[config.mk]
export PLATFORM = sky130hd
export DESIGN_NAME = stream_fifo_flow_true_has_flush
export DESIGN_NICKNAME = d
export VERILOG_FILES = /design/src/rtl/stream_fifo_flow_true_has_flush_pkg.sv /design/src/rtl/fifo_flow_storage.sv /design/src/rtl/stream_fifo_flow_true_has_flush.sv
export SDC_FILE = /design/constraint.sdc
export NUM_CORES = 1
export LEC_CHECK = 0
export CORE_MARGIN = 2
export CORE_UTILIZATION = 50
export CTS_CLUSTER_SIZE = 30
export DETAILED_ROUTE_END_ITERATION = 10
export DONT_BUFFER_PORTS = 1
export GPL_ROUTABILITY_DRIVEN = 1
export PLACE_DENSITY = 0.75
export SYNTH_ARGS = -nofsm -noshare
export SYNTH_HDL_FRONTEND = slang
export SYNTH_HIERARCHICAL = 1
export SYNTH_SLANG_ARGS = --single-unit
[constraint.sdc]
create_clock -name clk -period 2.39 [get_ports clk]
set_input_delay 0.1195 -clock clk [delete_from_list [all_inputs] [get_ports clk]]
set_output_delay 0.1195 -clock clk [all_outputs]
set_load 0.01 [all_outputs]
[src/rtl/stream_fifo_flow_true_has_flush_pkg.sv]
// rtl/stream_fifo_flow_true_has_flush_pkg.sv - width helpers shared by the flow-through FIFO
package stream_fifo_flow_true_has_flush_pkg;

   // Pointer width never drops below one bit, even for a single-entry FIFO.
   function automatic int ptr_bits(input int depth);
      return (depth <= 1) ? 1 : $clog2(depth);
   endfunction

   function automatic int cnt_bits(input int depth);
      return $clog2(depth + 1);
   endfunction

endpackage

[src/rtl/fifo_flow_storage.sv]
// rtl/fifo_flow_storage.sv - circular buffer with pointers, count and synchronous flush
module fifo_flow_storage
   import stream_fifo_flow_true_has_flush_pkg::*;
#(
   parameter int DATA_WIDTH = 32,
   parameter int FIFO_DEPTH = 4,
   localparam int PTR_W     = ptr_bits(FIFO_DEPTH),
   localparam int CNT_W     = cnt_bits(FIFO_DEPTH)
) (
   input  logic                  clk,
   input  logic                  rst_n,
   input  logic                  w_en_i,
   input  logic                  r_en_i,
   input  logic                  flush_i,
   input  logic [DATA_WIDTH-1:0] w_data_i,
   output logic [DATA_WIDTH-1:0] r_data_o,
   output logic                  full_o,
   output logic                  empty_o,
   output logic [CNT_W-1:0]      count_o
);

   logic [DATA_WIDTH-1:0] mem_q [FIFO_DEPTH];
   logic [PTR_W-1:0]      wptr_q, wptr_d;
   logic [PTR_W-1:0]      rptr_q, rptr_d;
   logic [CNT_W-1:0]      count_q, count_d;

   // Explicit wrap so non-power-of-two depths return to slot 0.
   function automatic logic [PTR_W-1:0] ptr_next(input logic [PTR_W-1:0] p);
      return (p == PTR_W'(FIFO_DEPTH - 1)) ? '0 : p + PTR_W'(1);
   endfunction

   always_comb begin
      wptr_d  = wptr_q;
      rptr_d  = rptr_q;
      count_d = count_q;
      if (flush_i) begin
         wptr_d  = '0;
         rptr_d  = '0;
         count_d = '0;
      end else begin
         if (w_en_i) wptr_d = ptr_next(wptr_q);
         if (r_en_i) rptr_d = ptr_next(rptr_q);
         case ({w_en_i, r_en_i})
            2'b10:   count_d = count_q + CNT_W'(1);
            2'b01:   count_d = count_q - CNT_W'(1);
            default: count_d = count_q;
         endcase
      end
   end

   always_ff @(posedge clk) begin
      if (!rst_n) begin
         wptr_q  <= '0;
         rptr_q  <= '0;
         count_q <= '0;
      end else begin
         wptr_q  <= wptr_d;
         rptr_q  <= rptr_d;
         count_q <= count_d;
      end
   end

   // Payload storage carries no reset; stale contents are unreachable once count is zero.
   always_ff @(posedge clk) begin
      if (w_en_i && !flush_i) mem_q[wptr_q] <= w_data_i;
   end

   assign r_data_o = mem_q[rptr_q];
   assign full_o   = (count_q == CNT_W'(FIFO_DEPTH));
   assign empty_o  = (count_q == '0);
   assign count_o  = count_q;

endmodule

[src/rtl/stream_fifo_flow_true_has_flush.sv]
// rtl/stream_fifo_flow_true_has_flush.sv - zero-latency flow-through stream FIFO with flush
module stream_fifo_flow_true_has_flush
   import stream_fifo_flow_true_has_flush_pkg::*;
#(
   parameter int DATA_WIDTH = 32,
   parameter int FIFO_DEPTH = 4,
   localparam int CNT_W     = cnt_bits(FIFO_DEPTH)
) (
   input  logic                  clk,
   input  logic                  rst_n,
   output logic                  w_ready_o,
   input  logic                  w_valid_i,
   input  logic [DATA_WIDTH-1:0] w_data_i,
   output logic                  r_valid_o,
   input  logic                  r_ready_i,
   output logic [DATA_WIDTH-1:0] r_data_o,
   input  logic                  flush,
   output logic [CNT_W-1:0]      count_o
);

   logic                  full;
   logic                  empty;
   logic                  flow;
   logic                  push;
   logic                  pop;
   logic [DATA_WIDTH-1:0] mem_rdata;

   // Write readiness deliberately ignores r_ready_i: no same-cycle slot reuse when full.
   assign w_ready_o = rst_n & ~full;
   assign r_valid_o = rst_n & ~flush & (~empty | w_valid_i);

   assign flow = empty & w_valid_i & r_ready_i & ~flush;
   assign push = w_valid_i & w_ready_o & ~flush & ~flow;
   assign pop  = r_ready_i & ~empty & ~flush;

   assign r_data_o = empty ? w_data_i : mem_rdata;

   fifo_flow_storage #(
      .DATA_WIDTH (DATA_WIDTH),
      .FIFO_DEPTH (FIFO_DEPTH)
   ) u_storage (
      .clk      (clk),
      .rst_n    (rst_n),
      .w_en_i   (push),
      .r_en_i   (pop),
      .flush_i  (flush),
      .w_data_i (w_data_i),
      .r_data_o (mem_rdata),
      .full_o   (full),
      .empty_o  (empty),
      .count_o  (count_o)
   );

endmodule

==> impl_results.md <==
* Combinational group share of total power at 3.2%
* Worst r2r path cells at 11
* CP Launch Type: flip-flop
* Vias in the first global route at 2929
* Final Skew at 0.00662 ns
* Post-synth top area share at 67.5%
* Setup bufs post-CTS at 0
* Buf/Inv on CP at 3
* CTS tree: built
* Synth Register Bits at 137
* Total grt overflow at 0
* Clk pin slew, worst setup/hold paths at 0.06 ns
* Sw Ratio at 18.4%
* Vias at 2611
* WP depth at 11
* Kind of critical path: flip-flop to flip-flop
* CP Max Fanout at 4
* DR WL/cell at 21.1 um
* Hold path cells at 2
* Initial Utilization at 51.9%
* Final setup vio count at 0
* Slowest cell on crit path: dfxtp_4
* Area occupied by multi-input gates at 1520 um^2
* Placer Congestion at 0.686
* R2R Path Start: u_storage/count_o[0]
* YS warnings at 6
* Syn nets at 303
* Total power at 5.50 mW
* Syn avg cell area at 22.0 um^2
* Worst-Margin Slew at 0.448 ns
* Max Clock Freq at 435 MHz
* Maximum clock path buffer count at 2
* Clock Latency Late Sink at 0.40 ns
* Status: finished clean
* Routed wire length at 9850 um
* H-tree depth at 4
* Post-synth top area cell: edfxtp_1
* CP Data Arrival Time at 2.62 ns
* Largest stage delay, worst path at 0.37 ns
* Share of cells above drive strength 1 at 37.8%
* DR DRC count at 0
* Routed vias/inst at 5.58
* Worst hold path class: input port to flip-flop
* CP required at 2.71 ns
* Largest net degree at the start of global routing at 24
* Top-count cell post-synth: edfxtp_1
* Power per cell area at 793 nW/um^2
* Setup repair after global routing missed its margin: no
* Row Count at 38
* P_leak at 2.35 nW
* Clock root buffer: clkbuf_16
* DIE AREA at 12300 um^2
* Clk sinks at 137
* Psw at 1.01 mW
* Gr usage total at 17.0%
* TNS Setup at 0 ns
* Internal cell power at 4.49 mW
* DRT Pass-1 Iters at 4
* Core Box Area at 11000 um^2
* Post-synth ARST share at 0%
* Main flop type after synthesis: edfxtp_1
* Final nets at 359
* Part of the cycle the worst path needs at 96.1%
* Area delta synth->final at 21.8%
* Area contributors post-synth: edfxtp_1, mux4_2, mux2_4
* CP delay by family, top: simple AND/OR/NAND/NOR gates
* CP endpoint kind: flip-flop
* Reg2Reg Capture Point: u_storage/count_o[2]
* FILL cells at 747
* Sequential area share after synthesis at 70.6%
* First-pass GRT wire length at 15800 um
* Worst reg-to-reg setup slack at 0.09 ns
* DRT antenna net count at 0
* PortBufs at 0
* Die Wd at 111 um
* TritonCTS Buffers at 17
* Max Cap Violations at 0
* Die height at 111 um
* Synth cell count leaders: edfxtp_1, mux4_2, mux2_4
* Initial DRC count at 145
* Worst hold start: rst_n
* Maximum vdd drop at 0.498 mV
* Antenna Diode Count at 0
* Dpl hpwl at 6080 um
* Minimum clock period at 2.30 ns
* Antenna violations before repair at 0
* Crit path from: u_storage/count_o[0]
* I/O pin count at 74
* Clock Power Share at 49.0%
* Cell count after synthesis at 259
* Seq. cell area at 4040 um^2
* Final hold viol count at 0
* Yosys cell types at 26
* Cell Area, Synth at 5700 um^2
* Number of flops mapped to enable cells by yosys at 128
* Relative slew slack at 70.1%
* Slew Limit Fails at 0
* Hold Path End: u_storage/count_o[1]
* Most common cell on crit path: inv_2
* Critical path, cell by cell: inv_2 -> and3_1 -> nor2b_1 -> and4b_2 -> inv_2 -> ha_2 -> inv_1 -> fa_1 -> xor2_1 -> or3_1 -> a21oi_1
* Flop pwr share at 47.8%
-- power by group through the flow --
stage / sequential (mW) / combinational (mW) / clock, mW
finish: 2.63 / 0.178 / 2.69
global route: 2.63 / 0.190 / 2.85
CTS: 2.63 / 0.179 / 2.73
detailed placement: 2.68 / 0.114 / 0
global placement: 2.68 / 0.113 / 0
floorplan: 2.68 / 0.100 / 0
-- what timing repair did --
item,CTS,global route
pin swaps,1,3
resized for setup,2,9
endpoints found under the setup margin,1,19
hold buffers,32,0
cloned,0,0
hold endpoints to repair,128,0
-- metal layers --
| metal | share of wire (%) | up-vias | GRT usage (%) |
|---|---|---|---|
| met4 | 0.63 | 0 | 4.50 |
| met5 | 0 | - | 0 |
| li1 | - | 1174 | - |
| met1 | 43 | 1349 | 21.4 |
| met3 | 6.0 | 8 | 6.07 |
| met2 | 50 | 80 | 28.3 |
-- kinds of logic after synthesis --
family                     synth area share [%]
AOI/OAI and AO/OA                         0.439
DFF                                        70.6
adders and majority gates                  1.67
and+or+nand+nor                            2.37
buffers and inverters                      3.23
muxes                                      21.4
xor gates and xnor gates                  0.307
-- registers in the layout (all words and copies together) (netlist names), named ones only --
signal / count
u_storage/count_o: 3
u_storage/mem_q: 128
u_storage/rptr_q: 2
u_storage/wptr_q: 2
-- layout make-up --
cell class	count	share of cell area, %
sequential	137	58.2
multi-input combinational	104	21.8
timing repair buffer	48	8.15
clock buffer	19	6.38
clock inverter	13	2.56
tap	140	2.52
inverter	7	0.379
-- placed cells by master, fill, tap and decap left out, types with 4 or more instances in the layout --
cell,synthesis,layout
inv_1,7,4
dfxtp_1,9,4
mux2_4,29,29
dlygate4sd3_1,0,32
edfxtp_1,128,128
ha_1,6,5
buf_4,0,6
bufinv_16,0,4
clkinvlp_4,0,4
nor2_1,8,8
a21oi_1,4,4
and2_2,0,4
mux4_2,30,30
clkbuf_16,0,17
buf_12,6,10
-- how the worst max path moves through the flow --
| stage | slack [ns] | endpoint |
|---|---|---|
| 3_3_place_gp | 0.13 | u_storage/count_o[2] |
| 3_5_place_dp | 0.0009 | u_storage/count_o[2] |
| 4_1_cts | 0.006 | u_storage/count_o[2] |
| 5_1_grt | 0.002 | u_storage/count_o[2] |
| 6_report | 0.09 | u_storage/count_o[2] |
| 2_1_floorplan | 0.07 | u_storage/count_o[2] |
-- through the flow --
| step | setup WS [ns] | util (%) | hold slack [ns] | instances | instance area [um^2] |
|---|---|---|---|---|---|
| 6_report | 0.0930 | 63.2 | 0.0544 | 468 | 6940 |
| 5_1_grt | 0.00240 | 63.2 | 0.0589 | 468 | 6940 |
| 4_1_cts | 0.00618 | 63.0 | 0.0341 | 468 | 6920 |
| 3_5_place_dp | 0.000853 | 54.4 | 0.219 | 404 | 5980 |
| 3_3_place_gp | 0.130 | 54.4 | 0.219 | 404 | 5980 |
| 2_1_floorplan | 0.0684 | - | 0.218 | 259 | 5710 |
Power figures use the tool's default switching activity.
